--- src/rtl/alu_muldiv_pipe.sv ---
// Execute-stage ALU: RV32I integer ops in one cycle, M-subset mul/div via an
// XLEN-step iterative engine, valid/ready handshakes on both sides.
module alu_muldiv_pipe #(
  parameter int unsigned XLEN  = 32,
  parameter int unsigned TAG_W = 5
) (
  input  logic             clk,
  input  logic             rst_n,
  input  logic             in_valid,
  output logic             in_ready,
  input  logic [4:0]       in_op,
  input  logic [XLEN-1:0]  in_a,
  input  logic [XLEN-1:0]  in_b,
  input  logic [TAG_W-1:0] in_tag,
  output logic             out_valid,
  input  logic             out_ready,
  output logic [XLEN-1:0]  out_result,
  output logic [TAG_W-1:0] out_tag,
  output logic             out_illegal
);

  localparam int unsigned SHW = $clog2(XLEN);

  localparam logic [4:0] OP_ADD   = 5'd0;
  localparam logic [4:0] OP_SUB   = 5'd1;
  localparam logic [4:0] OP_SLL   = 5'd2;
  localparam logic [4:0] OP_SLT   = 5'd3;
  localparam logic [4:0] OP_SLTU  = 5'd4;
  localparam logic [4:0] OP_XOR   = 5'd5;
  localparam logic [4:0] OP_SRL   = 5'd6;
  localparam logic [4:0] OP_SRA   = 5'd7;
  localparam logic [4:0] OP_OR    = 5'd8;
  localparam logic [4:0] OP_AND   = 5'd9;
  localparam logic [4:0] OP_MUL   = 5'd10;
  localparam logic [4:0] OP_MULHU = 5'd11;
  localparam logic [4:0] OP_DIV   = 5'd12;
  localparam logic [4:0] OP_DIVU  = 5'd13;
  localparam logic [4:0] OP_REM   = 5'd14;
  localparam logic [4:0] OP_REMU  = 5'd15;

  typedef enum logic {IDLE, ITER} state_e;

  state_e             state_q, state_d;
  logic [SHW-1:0]     cnt_q, cnt_d;
  logic [4:0]         op_q, op_d;
  logic [XLEN-1:0]    hi_q, hi_d;
  logic [XLEN-1:0]    lo_q, lo_d;
  logic [XLEN-1:0]    opnd_q, opnd_d;
  logic               neg_quo_q, neg_quo_d;
  logic               neg_rem_q, neg_rem_d;
  logic [TAG_W-1:0]   tag_q, tag_d;
  logic               valid_q, valid_d;
  logic [XLEN-1:0]    res_q, res_d;
  logic [TAG_W-1:0]   otag_q, otag_d;
  logic               ill_q, ill_d;

  logic               accept;
  logic               op_iter;
  logic               op_mul;
  logic               op_signed;
  logic               a_neg, b_neg;
  logic [XLEN-1:0]    a_mag, b_mag;
  logic [SHW-1:0]     shamt;
  logic [XLEN-1:0]    alu_res;
  logic [XLEN:0]      mul_sum;
  logic [XLEN:0]      div_shift;
  logic [XLEN:0]      div_diff;
  logic [XLEN-1:0]    hi_n, lo_n;
  logic [XLEN-1:0]    iter_res;

  assign in_ready    = rst_n & (state_q == IDLE) & (~valid_q | out_ready);
  assign accept      = in_valid & in_ready;
  assign out_valid   = valid_q;
  assign out_result  = res_q;
  assign out_tag     = otag_q;
  assign out_illegal = ill_q;

  // Single-cycle integer ops
  always_comb begin
    shamt   = in_b[SHW-1:0];
    alu_res = '0;
    case (in_op)
      OP_ADD:  alu_res = in_a + in_b;
      OP_SUB:  alu_res = in_a - in_b;
      OP_SLL:  alu_res = in_a << shamt;
      OP_SLT:  alu_res = XLEN'($signed(in_a) < $signed(in_b));
      OP_SLTU: alu_res = XLEN'(in_a < in_b);
      OP_XOR:  alu_res = in_a ^ in_b;
      OP_SRL:  alu_res = in_a >> shamt;
      OP_SRA:  alu_res = XLEN'($signed(in_a) >>> shamt);
      OP_OR:   alu_res = in_a | in_b;
      OP_AND:  alu_res = in_a & in_b;
      default: alu_res = '0;
    endcase
  end

  // Operand preparation for the iterative engine (signed div works on magnitudes)
  always_comb begin
    op_iter   = (in_op >= OP_MUL) && (in_op <= OP_REMU);
    op_mul    = (in_op == OP_MUL) || (in_op == OP_MULHU);
    op_signed = (in_op == OP_DIV) || (in_op == OP_REM);
    a_neg     = op_signed & in_a[XLEN-1];
    b_neg     = op_signed & in_b[XLEN-1];
    a_mag     = a_neg ? (~in_a + 1'b1) : in_a;
    b_mag     = b_neg ? (~in_b + 1'b1) : in_b;
  end

  // One shift-add or restoring shift-subtract step
  always_comb begin
    mul_sum   = {1'b0, hi_q} + ({1'b0, opnd_q} & {(XLEN+1){lo_q[0]}});
    div_shift = {hi_q, lo_q[XLEN-1]};
    div_diff  = div_shift - {1'b0, opnd_q};
    if ((op_q == OP_MUL) || (op_q == OP_MULHU)) begin
      hi_n = mul_sum[XLEN:1];
      lo_n = {mul_sum[0], lo_q[XLEN-1:1]};
    end else if (!div_diff[XLEN]) begin
      hi_n = div_diff[XLEN-1:0];
      lo_n = {lo_q[XLEN-2:0], 1'b1};
    end else begin
      hi_n = div_shift[XLEN-1:0];
      lo_n = {lo_q[XLEN-2:0], 1'b0};
    end
    case (op_q)
      OP_MUL:           iter_res = lo_n;
      OP_MULHU:         iter_res = hi_n;
      OP_DIV, OP_DIVU:  iter_res = neg_quo_q ? (~lo_n + 1'b1) : lo_n;
      default:          iter_res = neg_rem_q ? (~hi_n + 1'b1) : hi_n;
    endcase
  end

  // Next-state and output-register logic
  always_comb begin
    state_d   = state_q;
    cnt_d     = cnt_q;
    op_d      = op_q;
    hi_d      = hi_q;
    lo_d      = lo_q;
    opnd_d    = opnd_q;
    neg_quo_d = neg_quo_q;
    neg_rem_d = neg_rem_q;
    tag_d     = tag_q;
    valid_d   = valid_q;
    res_d     = res_q;
    otag_d    = otag_q;
    ill_d     = ill_q;

    if (valid_q && out_ready) valid_d = 1'b0;

    case (state_q)
      IDLE: begin
        if (accept) begin
          if (op_iter) begin
            state_d   = ITER;
            cnt_d     = '0;
            op_d      = in_op;
            tag_d     = in_tag;
            hi_d      = '0;
            lo_d      = op_mul ? in_a : a_mag;
            opnd_d    = op_mul ? in_b : b_mag;
            // Divide-by-zero must yield -1, so the quotient is never negated then
            neg_quo_d = (a_neg ^ b_neg) & (in_b != '0);
            neg_rem_d = a_neg;
          end else begin
            valid_d = 1'b1;
            res_d   = alu_res;
            otag_d  = in_tag;
            ill_d   = in_op[4];
          end
        end
      end
      ITER: begin
        hi_d  = hi_n;
        lo_d  = lo_n;
        cnt_d = cnt_q + 1'b1;
        if (cnt_q == SHW'(XLEN-1)) begin
          state_d = IDLE;
          cnt_d   = '0;
          valid_d = 1'b1;
          res_d   = iter_res;
          otag_d  = tag_q;
          ill_d   = 1'b0;
        end
      end
      default: state_d = IDLE;
    endcase
  end

  always_ff @(posedge clk or negedge rst_n) begin
    if (!rst_n) begin
      state_q   <= IDLE;
      cnt_q     <= '0;
      op_q      <= '0;
      hi_q      <= '0;
      lo_q      <= '0;
      opnd_q    <= '0;
      neg_quo_q <= 1'b0;
      neg_rem_q <= 1'b0;
      tag_q     <= '0;
      valid_q   <= 1'b0;
      res_q     <= '0;
      otag_q    <= '0;
      ill_q     <= 1'b0;
    end else begin
      state_q   <= state_d;
      cnt_q     <= cnt_d;
      op_q      <= op_d;
      hi_q      <= hi_d;
      lo_q      <= lo_d;
      opnd_q    <= opnd_d;
      neg_quo_q <= neg_quo_d;
      neg_rem_q <= neg_rem_d;
      tag_q     <= tag_d;
      valid_q   <= valid_d;
      res_q     <= res_d;
      otag_q    <= otag_d;
      ill_q     <= ill_d;
    end
  end

endmodule

--- config.mk ---
export PLATFORM = sky130hd
export DESIGN_NAME = alu_muldiv_pipe
export DESIGN_NICKNAME = d
export VERILOG_FILES = /design/src/rtl/alu_muldiv_pipe.sv
export SDC_FILE = /design/constraint.sdc
export NUM_CORES = 1
export LEC_CHECK = 0
export BUFFER_PORTS_ARGS = -buffer_cell sky130_fd_sc_hd__buf_2
export CORE_MARGIN = 3
export CORE_UTILIZATION = 32
export CTS_BUF_LIST = sky130_fd_sc_hd__clkbuf_4
export DETAILED_ROUTE_END_ITERATION = 12
export GPL_ROUTABILITY_DRIVEN = 0
export HOLD_SLACK_MARGIN = 0.1
export PLACE_DENSITY = 0.48
export SLEW_MARGIN = 5
export SYNTH_ARGS = -nofsm -noshare
export SYNTH_HDL_FRONTEND = slang
export SYNTH_SLANG_ARGS = --single-unit
--- constraint.sdc ---
create_clock -name clk -period 5.9 [get_ports clk]
set_input_delay 1.18 -clock clk [delete_from_list [all_inputs] [get_ports clk]]
set_output_delay 1.18 -clock clk [all_outputs]
set_load 0.02 [all_outputs]
# Word-level counts from Yosys, hierarchy flattened
# Index checks and enable logic that the tools add are counted.
[totals]
elab_cells = 123
inputBits = 78
reg_bits = 153
output_inout_bits = 40
[op_classes]
n_addsub = 9
bitwise_logic = 18
eq_ne = 22
n_reduce_logical = 11
order_cmp = 4
shifts = 3
n_mux = 43
[ops]
columns = ["op", "n"]
rows = [
  ["2-to-1 mux 32 bit", 16],
  ["case mux 32 bit (10 select lines)", 1],
  ["case mux 32 bit (2 select lines)", 3],
  ["adder 32 x 1 -> 32 bit, second input constant", 4],
  ["NOT 32 bit", 4],
  ["case mux 32 bit (3 select lines)", 1],
  ["< comparator 32 bit", 2],
  ["equality test 5 x 4 -> 1 bit, second input constant", 10],
  ["adder 32 x 33 -> 33 bit", 1],
  ["AND 32 x 33 -> 33 bit", 1],
  ["subtractor 33 x 32 -> 33 bit", 1],
  ["adder 32 bit", 1],
  ["AND 32 bit", 1],
  ["bitwise OR 32 bit", 1],
  ["nonzero test 32 bit", 1],
  ["left shift 32 x 5 -> 32 bit", 1],
  [">> shifter 32 x 5 -> 32 bit", 1],
  [">>> shifter 32 x 5 -> 32 bit", 1],
  ["subtractor 32 bit", 1],
  ["bitwise XOR 32 bit", 1],
  ["2-to-1 mux 5 bit", 6],
  ["equality test 5 x 3 -> 1 bit, second input constant", 4],
  ["case mux 5 bit (2 select lines)", 2],
  ["2-to-1 mux 1 bit", 11],
  ["19 further kinds", 34],
]

# Depth between registers and ports, before layout
# Gate-level depths: netlist (run 1).
[logic_depth]
ltp_word = 9
mapped_depth = 28

# Worst setup path after synthesis (run 1)
# Ideal clock, no wire load.
[synth_timing]
path_type = "register to register"
startpoint = "register lo_q[31]"
endpoint = "register res_q[20], in the netlist out_result[20]"
setup_slack_ps = 316
required_ps = 5823
setup_ps = 77
arrival_time_ps = 5507
synth_period_minus_slack_ps = 5584
path_stages_with_launch = 24
n_path_buf = 2
cell_sequence = "dfrtp_1 -> inv_1 -> ha_1 -> inv_1 -> fa_1 -> a211oi_1 -> o211ai_2 -> nand2_1 -> o31ai_4 -> a311oi_4 -> clkbuf_1 -> nor4_1 -> a311oi_1 -> ha_1 -> nand2_1 -> or4_1 -> o221ai_1 -> or4b_1 -> buf_2 -> or3_4 -> or4_1 -> a21oi_1 -> o41ai_1 -> a21oi_1"
[synth_between]
elab_chain_len = 9
[synth_rtl]
columns = ["item", "line", "rtl"]
rows = [
  ["start: declaration", "47", "logic [XLEN-1:0] lo_q, lo_d;"],
  ["start signal: assignment", "208", "lo_q <= lo_d;"],
  ["subtractor 33 x 32 -> 33 bit", "112", "div_diff = div_shift - {1'b0, opnd_q};"],
  ["2-to-1 mux 32 bit or 2-to-1 mux 1 bit (tied branches)", "116", "end else if (!div_diff[XLEN]) begin"],
  ["2-to-1 mux 32 bit", "113", "if ((op_q == OP_MUL) || (op_q == OP_MULHU)) begin"],
  ["NOT 32 bit, on equally long branches", "127, 126", ""],
  ["adder 32 x 1 -> 32 bit, on equally long branches", "127, 126", ""],
  ["2-to-1 mux 32 bit, on equally long branches", "127, 126", ""],
  ["case mux 32 bit (3 select lines) (*)", "123", "case (op_q)"],
  ["2-to-1 mux 32 bit (*)", "175", "if (cnt_q == SHW'(XLEN-1)) begin"],
  ["case mux 32 bit (2 select lines) (*)", "149", "case (state_q)"],
  ["end signal: assignment", "214", "res_q <= res_d;"],
  ["end: declaration", "53", "logic [XLEN-1:0] res_q, res_d;"],
]
# Mark *: on every way between the ends. The rest lies on a longest branch, timed or not. The select of a mux whose other input is x is not followed.
# A chain may end at the register's enable or synchronous reset.

# Worst setup path in the final report (run 1)
[layout_timing]
startpoint = "register hi_q[27]"
endpoint = "register res_q[16], in the netlist out_result[16]"
[layout_between]
elab_chain_len = 9
[layout_rtl]
columns = ["item", "line", "rtl"]
rows = [
  ["start: declaration", "46", "logic [XLEN-1:0] hi_q, hi_d;"],
  ["start signal: assignment", "207", "hi_q <= hi_d;"],
  ["subtractor 33 x 32 -> 33 bit (*)", "112", ""],
  ["2-to-1 mux 32 bit or 2-to-1 mux 1 bit (tied branches)", "116", ""],
  ["2-to-1 mux 32 bit", "113", ""],
  ["NOT 32 bit, on equally long branches", "127, 126", ""],
  ["adder 32 x 1 -> 32 bit, on equally long branches", "127, 126", ""],
  ["2-to-1 mux 32 bit, on equally long branches", "127, 126", ""],
  ["case mux 32 bit (3 select lines) (*)", "123", ""],
  ["2-to-1 mux 32 bit (*)", "175", ""],
  ["case mux 32 bit (2 select lines) (*)", "149", ""],
]
# Marks and branches as above.

==> results.md, run 1 <==
* Grt ovf at 0
* Syn Area/Cell at ~7.0 um^2
* Yosys reg bits at approximately 150
* MaxCap Viol Count at 0
* Critical path peak fanout at 9
* Slew HR at roughly 27%
* Clock-pin slew on the worst setup and hold paths at approximately 0.16 ns
* Worst path max stage delay at about 0.53 ns
* EDFF count, synth at 0
* Ys async rst share at 100%
* Clk sinks at around 150
* Routed WL per cell at about 27 um
* Critical-path top delay cell: or4b_1
* WP data required at around 6.5 ns
* Tot Pwr at between 10 and 15 mW
* Vias in the first global route at around 25000
* Post-Syn Area at 22700 um^2
* Final core utilization at between 30% and 40%
* Largest area contributor in the netlist: dfrtp_1
* Hpwl dp at 90500 um
* Initial DRC count at roughly 3100
* Die height at about 270 um
* Clock buffers created by TritonCTS at 17
* H-tree levels at 4
* I/O Buffers at ~120
* Crit path max-delay family: simple AND/OR/NAND/NOR gates
* Syn Inst Count at around 3200
* CTS Buffer Depth at 2
* Worst-Skew Late Latency at around 0.67 ns
* CTS tree: built
* Pwr dens at a little under 500 nW/um^2
* Die Area at 74300 um^2
* Vias/cell at about 6.2
* Status: completed
* Worst slew pin tran at about 1.1 ns
* Clock Tree Root: clkbuf_4
* Crit end category: flop
* Vias at approximately 26000
* Fmax at 0.176 GHz
* Max-slew violations at 0
* Area contributors post-synth: dfrtp_1, ha_1, o21ai_0, nand2_1, a21oi_1
* Buf/Inv on CP at 1
* Top cell type's share of synthesized area at between 15 and 20%
* Chip width at 273 um
* Yosys Warn Count at 0
* Crit path launch type: flop
* Setup Total Neg Slack at 0 ns
* Final nets at approximately 3500
* DP Area at between 20000 and 25000 um^2
* R2R cell count at 19
* Pre-Repair DR Iteration Count at 7
* Final instance area at between 20000 and 30000 um^2
* # setup viols final at 0
* Clk_skew at 0.0302 ns
* Setup CP Type: flop to flop
* Max VDD drop at between 0.2 and 0.25 mV
* Layout cells sized above 1 at 10.6%
* DRC at 0
* Total GRT Usage at 29.9%
* Gr busiest metal: met2
* Commonest register cell after synthesis: dfrtp_1
* Hold-fix buffers, CTS at 0
* Antenna violations before repair at 12
* Minimum clock period at 5.69 ns
* Pin count of the biggest net entering global routing at 93
* First-pass GRT wire length at ~170000 um
* Register area share after synthesis at between 15 and 20%
* Met3 Use GR at between 5 and 6%
* Met2 Use GR at roughly 47%
* Core area at roughly 70000 um^2
* Routed WL at 115000 um
* Path type of the worst min-delay path: primary input to asynchronous set/reset pin
* Hold WS at slightly below 0.4 ns
* Initial core utilization at 32.4%
* Synth cell types at 93
* Worst EP arrival at 6.31 ns
* Post-route ant nets at 0
* Most frequent cells in the layout: nand2_1, o21ai_0, nor2_1
* Leak at about 11 nW
* Io pins at 118
* Fin. Hold Viols at 0
* Final worst-path cycle share at a little over nine tenths
* RSZ-0062 raised after global routing: false
* Cell Chain, Critical Path: ha_1 > and4_1 > nand3_1 > a211o_1 > o21ai_2 > a311o_2 > nand2_2 > a311oi_1 > ha_1 > nand2_1 > or4_1 > o221ai_1 > or4b_1 > buf_4 > nor4b_2 > nand3_1 > mux2i_1 > a211oi_1 > a221o_1
* Most common cell after layout, fill and taps aside: nand2_1
* Area added between synthesis and finish at 10.2%
* Instance count on the critical path at 19
* Cell Rows at a little under 100
* Synthesized Nets at around 3500
* GR Util met1 at 39.4%
[power by group]
group	total, mW	internal [mW]	switching, mW	leakage, nW
Clock	0.773	0.305	0.468	0.163
Combinational	9.41	3.36	6.05	8.59
Sequential	2.02	1.47	0.550	1.91
[worst reg2reg max path: cells and delay by family, from the launching register on]
kind,cells,cell delay (ns)
AO/OA/AOI/OAI,7,1.98
adder cells (fa/ha/maj),2,0.71
buffers and inverters,1,0.19
flip-flops,1,0.46
multiplexers,1,0.16
AND/OR/NAND/NOR,8,2.14
[layer usage]
layer | vias to the layer above | wire length, um
met4 | 4 | 6880
met1 | 12704 | 47500
met5 | - | 27
met3 | 284 | 9950
met2 | 1365 | 50400
li1 | 12031 | -
[timing repair]
item / in CTS / in global routing
resized for setup: 0 / 4
endpoints found under the setup margin: 0 / 7
setup buffers: 0 / 1
[kinds of logic after synthesis]
family | count (synthesis) | synth area share [%]
DFF | 153 | 16.8
muxes | 121 | 5.92
adders and majority gates | 171 | 9.54
and+or+nand+nor | 1126 | 22.7
AOI/OAI and AO/OA | 1146 | 32.9
buffers and inverters | 373 | 6.20
xor gates and xnor gates | 153 | 5.90
[sequential cells by signal, indices dropped and copies added, names as in the netlist, 5 cells and up]
signal	count
opnd_q	32
lo_q	32
cnt_q	5
out_result	32
out_tag	5
tag_q	5
hi_q	32
op_q	5
[through the flow]
stage                     setup slack (ns)  std cells
final                                0.211       4241
after global routing               0.00438       4240
after CTS                            0.193       4235
after detailed placement             0.221       4203
after global placement               0.311       4203
after floorplan                      0.316       3243
[cells in the mapped netlist (39+ instances only)]
cell / n
a21o_1: 39
a31oi_1: 47
o221ai_1: 46
o21ai_0: 320
o22ai_1: 45
nand3_1: 66
ha_1: 167
o211ai_1: 39
a21oi_1: 266
dfrtp_1: 153
xnor2_1: 119
clkbuf_1: 189
inv_1: 144
mux2i_1: 103
and2_1: 55
nand2_1: 407
nor2_1: 315
nor3_1: 72
[area by class of cell]
type                            count  area [um^2]
Tap cell                          940         1180
Multi-Input combinational cell   2717        17600
Clock inverter                     15          190
Clock buffer                       17          128
Sequential cell                   153         3830
Antenna cell                        5         12.5
Fill cell                        7828        45100
Timing Repair Buffer              246         1590
Inverter                          148          556
[final timing paths]
kind                                      startpoint  slack (ns)                    endpoint
max                             hi_q[27]$_DFFE_PN0P_        0.21  out_result[16]$_DFFE_PN0P_
min                                            rst_n        0.38         op_q[1]$_DFFE_PN0P_
max reg2reg                     hi_q[27]$_DFFE_PN0P_        0.21  out_result[16]$_DFFE_PN0P_
min reg2reg                out_result[4]$_DFFE_PN0P_        0.50   out_result[4]$_DFFE_PN0P_
max in group asynchronous                      rst_n        4.20      out_tag[1]$_DFFE_PN0P_
min in group clk           out_result[4]$_DFFE_PN0P_        0.50   out_result[4]$_DFFE_PN0P_
No activity file was read; power rests on OpenSTA's default activity.
==> inputs of run 2 (changes only) <==
--- a/config.mk
+++ b/config.mk
@@ -6,6 +6,7 @@
 export NUM_CORES = 1
 export LEC_CHECK = 0
 export BUFFER_PORTS_ARGS = -buffer_cell sky130_fd_sc_hd__buf_2
+export CORE_ASPECT_RATIO = 1.2
 export CORE_MARGIN = 3
 export CORE_UTILIZATION = 32
 export CTS_BUF_LIST = sky130_fd_sc_hd__clkbuf_4
==> run 2 against run 1 <==
Compared with the run above: global-route usage increased by 0.91 points; core utilization is 0.073 points higher; count of clock-buffer cells in the layout is the same; fmax up 2.3%; worst hold slack improved by 0.044 ns; power rose by 0.35%; clock power fell by 4.9%; register-to-register slack better by 0.13 ns; critical path type unchanged; largest cell class unchanged; highest routed layer unchanged.
==> results.md, run 2 (synthesized netlist as in run 1, its figures left out) <==
* Pin count of the biggest net entering global routing at 118 (+27%)
* Max VDD drop at 0.258 mV (+14%)
* Multi-input gate area at 17600 um^2 (about the same)
* Chip width at 249 um (-8.5%)
* Clk_skew at 0.0413 ns (+0.0110 ns)
* Core area at 70000 um^2 (-0.17%)
* # setup viols final at 0 (unchanged)
* First-pass GRT wire length at 173000 um (+3.5%)
* Worst-Skew Late Latency at 0.67 ns (about the same)
* Clk sinks at 153 (unchanged)
* CP Launch Point: hi_q[16]$_DFFE_PN0P_
* # fillers at 7769 (-0.75%)
* Most frequent cells in the layout: nand2_1, o21ai_0, nor2_1
* Hold-fix buffers, CTS at 0 (unchanged)
* Critical path peak fanout at 6 (-3)
* Clock-pin slew on the worst setup and hold paths at 0.17 ns (about the same)
* Pre-Repair DR Iteration Count at 6 (-1)
* Total GRT Usage at 30.8% (+0.91 points)
* Grt ovf at 0 (unchanged)
* Path type of the worst min-delay path: primary input to asynchronous set/reset pin
* Clock buffers created by TritonCTS at 17 (unchanged)
* Die height at 298 um (+9.3%)
* Initial core utilization at 32.5% (+0.057 points)
* Max-slew violations at 0 (unchanged)
* I/O Buffers at 117 (unchanged)
* Io pins at 118 (unchanged)
* DRC at 0 (unchanged)
* Fin. Hold Viols at 0 (unchanged)
* Clock Tree Root: clkbuf_4
* Most common cell after layout, fill and taps aside: nand2_1
* Vias/cell at 6.27 (+0.73%)
* Area added between synthesis and finish at 10.3% (about the same)
* Worst EP arrival at 6.15 ns (-0.16 ns)
* CTS Buffer Depth at 2 (unchanged)
* Layout cells sized above 1 at 10.8% (+0.22 points)
* Vias at 26473 (+0.32%)
* Fmax at 0.180 GHz (+2.3%)
* Minimum clock period at 5.56 ns (-0.128 ns)
* Status: completed
* Crit path launch type: flop
* Final nets at 3540 (+0.23%)
* Final core utilization at 35.8% (+0.073 points)
* Leak at 10.7 nW (+0.34%)
* Hpwl dp at 93100 um (+2.8%)
* Worst R2R Start: hi_q[16]$_DFFE_PN0P_
* WP data required at 6.49 ns (-0.03 ns)
* RSZ-0062 raised after global routing: false
* Vias in the first global route at 25645 (+3.5%)
* Worst slew pin tran at 1.15 ns (+0.0709 ns)
* Antenna violations before repair at 4 (-8)
* Final worst-path cycle share at 94.3% (-2.2 points)
* Setup Total Neg Slack at 0 ns (unchanged)
* Pwr dens at 488 nW/um^2 (+0.32%)
* Initial DRC count at 3000 (-2.6%)
* Slew HR at 22.2% (-5.0 points)
* Routed WL at 119000 um (+3.6%)
* MaxCap Viol Count at 0 (unchanged)
* Cell Rows at 106 (+9.3%)
* Post-route ant nets at 0 (unchanged)
* Routed WL per cell at 28.1 um (+4.0%)
* H-tree levels at 4 (unchanged)
* Reg area at 3830 um^2 (unchanged)
* Hold WS at 0.429 ns (+0.0443 ns)
* CTS tree: built
* Crit end category: flop
* Die Area at 74300 um^2 (about the same)
* Setup CP Type: flop to flop
==> run 2: cell count changes in the layout (fill, tap and decap cells not counted), moves of 2 or more <==
cell / delta
buf_4: +7
bufinv_16: -3
clkinv_8: +3
clkinvlp_4: -3
diode_2: -3
inv_8: +3
clkinv_4: +2
==> run 2: report_power, final <==
part | switching, mW | internal (mW) | leakage [nW]
Clock | 0.534 | 0.201 | 0.162
Sequential | 0.535 | 1.47 | 1.91
Combinational | 6.09 | 3.42 | 8.63
Total | 7.16 | 5.08 | 10.7
==> run 2: cell type report <==
class	count	area share [%]
multi-input cells	2717	70.1
diodes	2	0.0200
clock buffers	17	0.509
flip-flops and latches	153	15.3
well taps	918	4.58
clock inverters	15	0.674
repair buffers	254	6.56
inverters	148	2.22
==> run 2: path summary, 6_finish.rpt <==
path / depth (start not counted) / end / slack, ns
setup / recovery: 18 / out_result[20]$_DFFE_PN0P_ / 0.34
hold / removal: 1 / opnd_q[24]$_DFFE_PN0P_ / 0.43
setup reg to reg: 18 / out_result[20]$_DFFE_PN0P_ / 0.34
hold reg to reg: 2 / out_result[4]$_DFFE_PN0P_ / 0.50
max in group asynchronous: 2 / state_q$_DFF_PN0_ / 4.31
min in group clk: 2 / out_result[4]$_DFFE_PN0P_ / 0.50
==> run 2: metrics by stage <==
stage,cell area (um^2),std cells,worst slack [ns],total power [mW]
2_1_floorplan,22700,3243,0.316,7.86
3_3_place_gp,24700,4188,0.345,11.3
3_5_place_dp,24700,4188,0.281,11.2
4_1_cts,25000,4220,0.211,12.0
5_1_grt,25100,4223,0.0214,13.1
6_report,25100,4224,0.338,12.2
==> run 2: layer usage <==
metal	track usage, %	share of wire [%]	vias up
met1	37.9	39	12645
li1	-	-	12044
met5	0	0.031	-
met2	49.9	45	1412
met4	20.8	8.1	4
met3	4.59	7.7	368
==> run 2: what timing repair did <==
item                                    CTS  global route
buffers inserted                          0             2
endpoints found under the setup margin    0             9
resized for setup                         0             3
==> run 2: worst max-delay path: stages, from the launching register on <==
cell,delay [ns]
dfrtp_1,0.45
ha_1,0.40
a21oi_2,0.30
o221ai_2,0.20
a2111oi_4,0.32
o21ai_2,0.18
a311oi_4,0.38
nor4_1,0.10
a311oi_2,0.34
ha_1,0.33
nand2_1,0.06
or4_1,0.39
o221ai_1,0.11
or4b_1,0.51
or3_4,0.46
or4_1,0.54
a21oi_1,0.16
o41ai_1,0.09
a21oi_1,0.16
